===== config.mk =====
export PLATFORM = sky130hd
export DESIGN_NAME = sobel_stream_sink_flat
export DESIGN_NICKNAME = d
export VERILOG_FILES = /design/src/rtl/sobel_stream_sink_if.sv /design/src/rtl/sobel_stream_sink.sv /design/src/flat_wrapper.sv
export SDC_FILE = /design/constraint.sdc
export NUM_CORES = 1
export LEC_CHECK = 0
export ABC_AREA = 0
export CAP_MARGIN = 20
export CORE_MARGIN = 5
export CORE_UTILIZATION = 45
export CTS_CLUSTER_DIAMETER = 120
export DETAILED_ROUTE_END_ITERATION = 8
export SLEW_MARGIN = 20
export SYNTH_ARGS = -nofsm -noshare
export SYNTH_HDL_FRONTEND = slang
export SYNTH_SLANG_ARGS = --single-unit
export TNS_END_PERCENT = 100

===== constraint.sdc =====
create_clock -name iCLK -period 3.9 [get_ports iCLK]
set_input_delay 0.78 -clock iCLK [delete_from_list [all_inputs] [get_ports iCLK]]
set_output_delay 0.78 -clock iCLK [all_outputs]
set_load 0.005 [all_outputs]

===== src/rtl/sobel_stream_sink_if.sv =====
// Bundles the pixel input stream and the frame-buffer write port of sobel_stream_sink.
// The slave side is the sink itself; the master side drives pixels and write accepts.
interface sobel_stream_sink_if;
  logic        iDVAL;
  logic [11:0] iDATA;
  logic        oWR_REQ;
  logic [18:0] oWR_ADDR;
  logic [11:0] oWR_DATA;
  logic        iWR_ACK;
  logic        oFRAME_DONE;
  logic        oOVERFLOW;
  logic        oBUSY;

  modport slave (
    input  iDVAL,
    input  iDATA,
    input  iWR_ACK,
    output oWR_REQ,
    output oWR_ADDR,
    output oWR_DATA,
    output oFRAME_DONE,
    output oOVERFLOW,
    output oBUSY
  );

  modport master (
    output iDVAL,
    output iDATA,
    output iWR_ACK,
    input  oWR_REQ,
    input  oWR_ADDR,
    input  oWR_DATA,
    input  oFRAME_DONE,
    input  oOVERFLOW,
    input  oBUSY
  );
endinterface


===== src/rtl/sobel_stream_sink.sv =====
// Sobel result sink: converts signed gradients to magnitudes (optionally binarized),
// tags each pixel with its linear frame address, queues it in a small FIFO and writes
// it to a frame buffer over a req/ack port. Tracks frame completion through a drain phase.
module sobel_stream_sink #(
  parameter int unsigned WIDTH      = 640,
  parameter int unsigned HEIGHT     = 480,
  parameter int unsigned FIFO_DEPTH = 16,
  parameter int unsigned THRESH     = 0
) (
  input logic                iCLK,
  input logic                iRST,
  sobel_stream_sink_if.slave bus
);

  localparam int unsigned NumPix   = WIDTH * HEIGHT;
  localparam int unsigned PtrW     = $clog2(FIFO_DEPTH);
  localparam int unsigned CntW     = PtrW + 1;
  localparam logic [18:0] LastAddr = 19'(NumPix - 1);

  typedef enum logic [1:0] {StIdle, StStream, StDrain} state_e;

  state_e          state_q, state_d;
  logic [18:0]     pix_cnt_q, pix_cnt_d;
  logic [PtrW-1:0] wr_ptr_q, wr_ptr_d;
  logic [PtrW-1:0] rd_ptr_q, rd_ptr_d;
  logic [CntW-1:0] count_q, count_d;
  logic [CntW-1:0] drain_q, drain_d;
  logic            overflow_q, overflow_d;

  logic [18:0] addr_mem [FIFO_DEPTH];
  logic [11:0] data_mem [FIFO_DEPTH];

  logic [11:0] mag;
  logic [11:0] value;
  logic        empty, full, push, pop, last_pix, frame_done;

  // Gradient magnitude with -2048 clamped, then optional binarization
  always_comb begin
    mag   = bus.iDATA;
    value = '0;
    if (bus.iDATA == 12'h800) begin
      mag = 12'd2047;
    end else if (bus.iDATA[11]) begin
      mag = -bus.iDATA;
    end
    if (THRESH == 0) begin
      value = mag;
    end else begin
      value = (32'(mag) >= THRESH) ? 12'hFFF : 12'h000;
    end
  end

  // FIFO control: a full FIFO still accepts when the head leaves in the same cycle
  always_comb begin
    empty      = (count_q == '0);
    full       = (count_q == CntW'(FIFO_DEPTH));
    pop        = !empty && bus.iWR_ACK;
    push       = bus.iDVAL && (!full || pop);
    overflow_d = overflow_q || (bus.iDVAL && !push);
    wr_ptr_d   = push ? wr_ptr_q + PtrW'(1) : wr_ptr_q;
    rd_ptr_d   = pop ? rd_ptr_q + PtrW'(1) : rd_ptr_q;
    count_d    = count_q + CntW'(push) - CntW'(pop);
  end

  // Pixel address counter advances on every valid pixel, dropped or not
  always_comb begin
    pix_cnt_d = pix_cnt_q;
    last_pix  = bus.iDVAL && (pix_cnt_q == LastAddr);
    if (bus.iDVAL) begin
      pix_cnt_d = last_pix ? '0 : pix_cnt_q + 19'd1;
    end
  end

  // Frame FSM; the drain counter only tracks entries queued before the frame ended,
  // so pixels of the next frame arriving during drain queue behind them uncounted.
  always_comb begin
    state_d    = state_q;
    drain_d    = drain_q;
    frame_done = 1'b0;
    unique case (state_q)
      StIdle, StStream: begin
        if (last_pix) begin
          state_d = StDrain;
          drain_d = count_d;
        end else if (bus.iDVAL) begin
          state_d = StStream;
        end
      end
      StDrain: begin
        if (drain_q == '0) begin
          frame_done = 1'b1;
          state_d    = (pix_cnt_d != '0) ? StStream : StIdle;
        end else if (pop) begin
          drain_d = drain_q - CntW'(1);
        end
      end
      default: state_d = StIdle;
    endcase
  end

  // Control state registers
  always_ff @(posedge iCLK or negedge iRST) begin
    if (!iRST) begin
      state_q    <= StIdle;
      pix_cnt_q  <= '0;
      wr_ptr_q   <= '0;
      rd_ptr_q   <= '0;
      count_q    <= '0;
      drain_q    <= '0;
      overflow_q <= 1'b0;
    end else begin
      state_q    <= state_d;
      pix_cnt_q  <= pix_cnt_d;
      wr_ptr_q   <= wr_ptr_d;
      rd_ptr_q   <= rd_ptr_d;
      count_q    <= count_d;
      drain_q    <= drain_d;
      overflow_q <= overflow_d;
    end
  end

  // FIFO storage; left unreset because the head outputs are masked while empty
  always_ff @(posedge iCLK) begin
    if (push) begin
      addr_mem[wr_ptr_q] <= pix_cnt_q;
      data_mem[wr_ptr_q] <= value;
    end
  end

  assign bus.oWR_REQ     = !empty;
  assign bus.oWR_ADDR    = empty ? '0 : addr_mem[rd_ptr_q];
  assign bus.oWR_DATA    = empty ? '0 : data_mem[rd_ptr_q];
  assign bus.oFRAME_DONE = frame_done;
  assign bus.oOVERFLOW   = overflow_q;
  assign bus.oBUSY       = (state_q != StIdle);

endmodule


===== src/flat_wrapper.sv =====
// flat-port wrapper written by rule: the top's interface ports become plain ports
module sobel_stream_sink_flat 
#(
  parameter int unsigned WIDTH      = 640,
  parameter int unsigned HEIGHT     = 480,
  parameter int unsigned FIFO_DEPTH = 16,
  parameter int unsigned THRESH     = 0
)
  (iCLK, iRST, bus_iDVAL, bus_iDATA, bus_iWR_ACK, bus_oWR_REQ, bus_oWR_ADDR, bus_oWR_DATA, bus_oFRAME_DONE, bus_oOVERFLOW, bus_oBUSY);
  sobel_stream_sink_if bus_i ();
  input logic iCLK;
  input logic iRST;
  input wire logic [$bits(bus_i.iDVAL)-1:0] bus_iDVAL;
  input wire logic [$bits(bus_i.iDATA)-1:0] bus_iDATA;
  input wire logic [$bits(bus_i.iWR_ACK)-1:0] bus_iWR_ACK;
  output wire logic [$bits(bus_i.oWR_REQ)-1:0] bus_oWR_REQ;
  output wire logic [$bits(bus_i.oWR_ADDR)-1:0] bus_oWR_ADDR;
  output wire logic [$bits(bus_i.oWR_DATA)-1:0] bus_oWR_DATA;
  output wire logic [$bits(bus_i.oFRAME_DONE)-1:0] bus_oFRAME_DONE;
  output wire logic [$bits(bus_i.oOVERFLOW)-1:0] bus_oOVERFLOW;
  output wire logic [$bits(bus_i.oBUSY)-1:0] bus_oBUSY;
  assign bus_i.iDVAL = bus_iDVAL;
  assign bus_i.iDATA = bus_iDATA;
  assign bus_i.iWR_ACK = bus_iWR_ACK;
  assign bus_oWR_REQ = bus_i.oWR_REQ;
  assign bus_oWR_ADDR = bus_i.oWR_ADDR;
  assign bus_oWR_DATA = bus_i.oWR_DATA;
  assign bus_oFRAME_DONE = bus_i.oFRAME_DONE;
  assign bus_oOVERFLOW = bus_i.oOVERFLOW;
  assign bus_oBUSY = bus_i.oBUSY;
  sobel_stream_sink #(.WIDTH(WIDTH), .HEIGHT(HEIGHT), .FIFO_DEPTH(FIFO_DEPTH), .THRESH(THRESH)) u_core (.iCLK(iCLK), .iRST(iRST), .bus(bus_i));
endmodule

==> run metrics, run 1 <==
antenna-violating nets left=0; CTS Hold Bufs=0; Worst setup SP type=flip-flop; CTS clock-pin slew for the worst setup and hold paths=around 0.06 ns; WP buf/inv=3; routed len/inst=approximately 26 µm; depth of the most critical reg-to-reg path=16; fin util=between 50% and 60%; Netlist Area Pre-Place=21400 µm²; CP cell instances=buf_12 -> buf_16 -> mux4_2 -> mux4_2 -> and2_1 -> clkdlybuf4s50_1; Final Cycle Share=a little over nine tenths; Pins Over Slew Limit=0; worst r2r dst=u_core.drain_q[4]; TritonCTS Buffers=54; Peak Freq=~260 MHz; CP most frequent cell=mux4_2; reg2reg setup slack=approximately 0.57 ns; net switching power figure=5.19 mW; Netlist cell types=49; area of the multi-input gates=5390 µm²; first-pass GRT wire length=slightly above 70000 µm; relative slew slack=47.5%; dpl hpwl=27400 µm; Core Area=47400 µm²; FILL cells=3684; RSZ-0062 raised after global routing=true; CP peak stage delay=between 0.5 and 0.6 ns; clk_lat worst skew=0.61 ns; GRT Total Usage=between 10% and 20%; leakage=8.33 nW; CP max stage cell=mux4_2; HP Class=in2async; Worst Hold Slack=0.235 ns; CTS max path bufs=3; H-Tree Depth=2; initial antenna violation count=0; Seq/Total Area, Yosys=74.2%; fin nets=1216; Post-route DRC=0; crit path time final=3.81 ns; Most used DFF post-synth=edfxtp_1; Comb power frac=32.5%; Vias=~10k; Worst-Margin Slew=0.788 ns; largest net degree at the start of global routing=35; die height=228 µm; IO Pins=just over 50; setup TNS=0 ns; largest fanout on the critical path=8; Crit. End Element=primary output; #FFs+latches synth=536; die footprint=52000 µm²; Vias/cell=5.69; Yosys top cell area share=69.6%; Initial Utilization=45.1%; CTS root buf=clkbuf_16; # port buffers=50; Synth area leader=edfxtp_1; worst reg2reg path startpoint=u_core.count_q[3]; Layout Skew=between 0.02 and 0.025 ns; Crit path arrival time=3.03 ns; pre-CTS setup slack=around 0.33 ns; Seq pwr share=between 40 and 50%; CTS tree=yes; GRT overflow=0; Clock power frac=26.5%; router iterations before antenna repair=5; FF/Latch Area=15900 µm²; Rows=80; VDD IR max=0.000443 V; final wirelength=~48000 µm; max-cap violations=0; most common cell after layout, fill and taps aside=edfxtp_1; CP required=3.12 ns; die width=~230 µm; Cell Pwr Density=722 nW/µm²; 1st-iter DRT viols=around 1.0k; Post-Syn Nets=1065; syn avg cell area=between 20 and 25 µm²; CTS Sinks=536; # setup viols final=0; Net Sw Frac=28.4%; Setup WS post-layout=0.0936 ns; synth top area cells=edfxtp_1 (70%), mux4_2 (16%), dfrtp_1 (4.7%); Post-Syn Instances=roughly 1.0k; area grow syn2layout=18.5%; Final Hold Viols=0; Internal=about 13 mW; Post-synth EDFFs=roughly 500; warnings from Yosys=0; highest-count cells in the layout ignoring fill and taps=edfxtp_1 (496), mux4_2 (155), buf_4 (63); Top Family by Delay on Critical Path=multiplexers; RePlAce Congestion=0.779; share of synthesized registers carrying an async set or reset=7.46%; total power=18.3 mW; status=completed; layout cells sized above 1=about 29%; critical path type=reg2out; number of global-route vias before repair=~11k
cells by family (layout without fill, tap and decap cells):
family,Yosys count,in the layout,share of synthesized area (%)
xor gates and xnor gates,36,36,1.47
DFF,536,536,74.2
adders and majority gates,16,16,0.970
buffers and inverters,68,263,1.24
AOI/OAI and AO/OA,39,39,1.23
and+or+nand+nor,179,179,4.35
muxes,159,159,16.5
other,0,1,0
state kept, by name (all words and copies together) (netlist names):
register,count
u_core.data_mem,192
u_core.pix_cnt_q,19
u_core.wr_ptr_q,4
u_core.state_q,2
u_core.count_q,5
u_core.addr_mem,304
u_core.drain_q,5
u_core.bus.oOVERFLOW,1
u_core.rd_ptr_q,4
worst reg2reg max path, delay by kind of cell (launching register included):
kind	cells	cell delay (ns)
XOR/XNOR	1	0.15
flip-flops	1	0.38
adder cells (fa/ha/maj)	4	1.09
buffers and inverters	3	0.24
AO/OA/AOI/OAI	3	0.41
AND/OR/NAND/NOR	5	1.01
worst max-delay path by stage:
stage,from,to,slack [ns],depth (start not counted)
2_1_floorplan,bus_iDVAL,u_core.addr_mem[15][0],0.46,5
3_3_place_gp,bus_iDATA[3],u_core.data_mem[7][0],0.37,6
3_5_place_dp,bus_iDATA[3],u_core.data_mem[3][4],0.33,6
4_1_cts,u_core.rd_ptr_q[0],bus_oWR_DATA[2],-0.004,6
5_1_grt,u_core.rd_ptr_q[0],bus_oWR_ADDR[9],-0.002,6
6_report,u_core.rd_ptr_q[0],bus_oWR_DATA[5],0.09,6
layout make-up:
cell class,instances,share of cell area [%]
Antenna cell,1,0.00986
Clock buffer,70,5.68
Clock inverter,30,0.808
Inverter,19,0.281
Multi-Input combinational cell,429,21.2
Sequential cell,536,62.7
Tap cell,615,3.03
Timing Repair Buffer,144,6.29
synthesized netlist by cell type (2+ instances only):
cell type  count
and2_1        33
nand3b_1       2
o211ai_1       4
or3_1          3
o21ai_0       10
nor2b_1        2
edfxtp_1     496
a21o_1         2
a22oi_1        2
dfrtp_1       40
nor2_1        39
clkbuf_1      28
o41ai_1        2
ha_1          15
nand2b_1       7
o31ai_1        3
xnor2_1       23
mux2i_1        3
nand3_1       14
and4_1         3
buf_1         13
nand2_1       39
nand4_1        8
or4_1          5
buf_2          8
or2_2          3
mux4_2       155
a21oi_1        8
inv_1         19
nor3_1         8
nor4_1         6
xor2_1        13
per-stage QoR:
stage               area, µm²  cells
floorplan               21400   1033
global placement        23300   1716
detailed placement      23300   1716
CTS                     25100   1825
global route            25400   1843
finish                  25400   1844
per-layer routing:
metal	vias to the layer above	share of wire (%)	routed length [µm]	global-route usage [%]
li1	4545	-	-	-
met2	283	51	24200	30.8
met4	0	1.7	830	4.46
met3	54	5.1	2420	2.88
met1	5602	43	20300	25.5
met5	-	0	0	0
power by group through the flow:
| stage | Combinational [mW] | Clock, mW | Sequential (mW) |
|---|---|---|---|
| after floorplan | 3.45 | 0 | 7.45 |
| after global placement | 5.58 | 0 | 7.69 |
| after detailed placement | 5.61 | 0 | 7.72 |
| after CTS | 5.86 | 4.96 | 7.56 |
| after global routing | 6.43 | 5.22 | 7.57 |
| final | 5.96 | 4.85 | 7.51 |
what timing repair did:
action,CTS,global route
resized for setup,9,12
setup buffers,7,15
setup endpoints to repair,31,20
pin swaps,0,0
cloned,2,3
Power figures use the tool's default switching activity.
==> run 2, diff against run 1 <==
--- a/config.mk
+++ b/config.mk
@@ -9,7 +9,6 @@
 export CAP_MARGIN = 20
 export CORE_MARGIN = 5
 export CORE_UTILIZATION = 45
-export CTS_CLUSTER_DIAMETER = 120
 export DETAILED_ROUTE_END_ITERATION = 8
 export SLEW_MARGIN = 20
 export SYNTH_ARGS = -nofsm -noshare
==> results of run 2 <==
Final layout, timing and power as in run 1 (identical DEF).
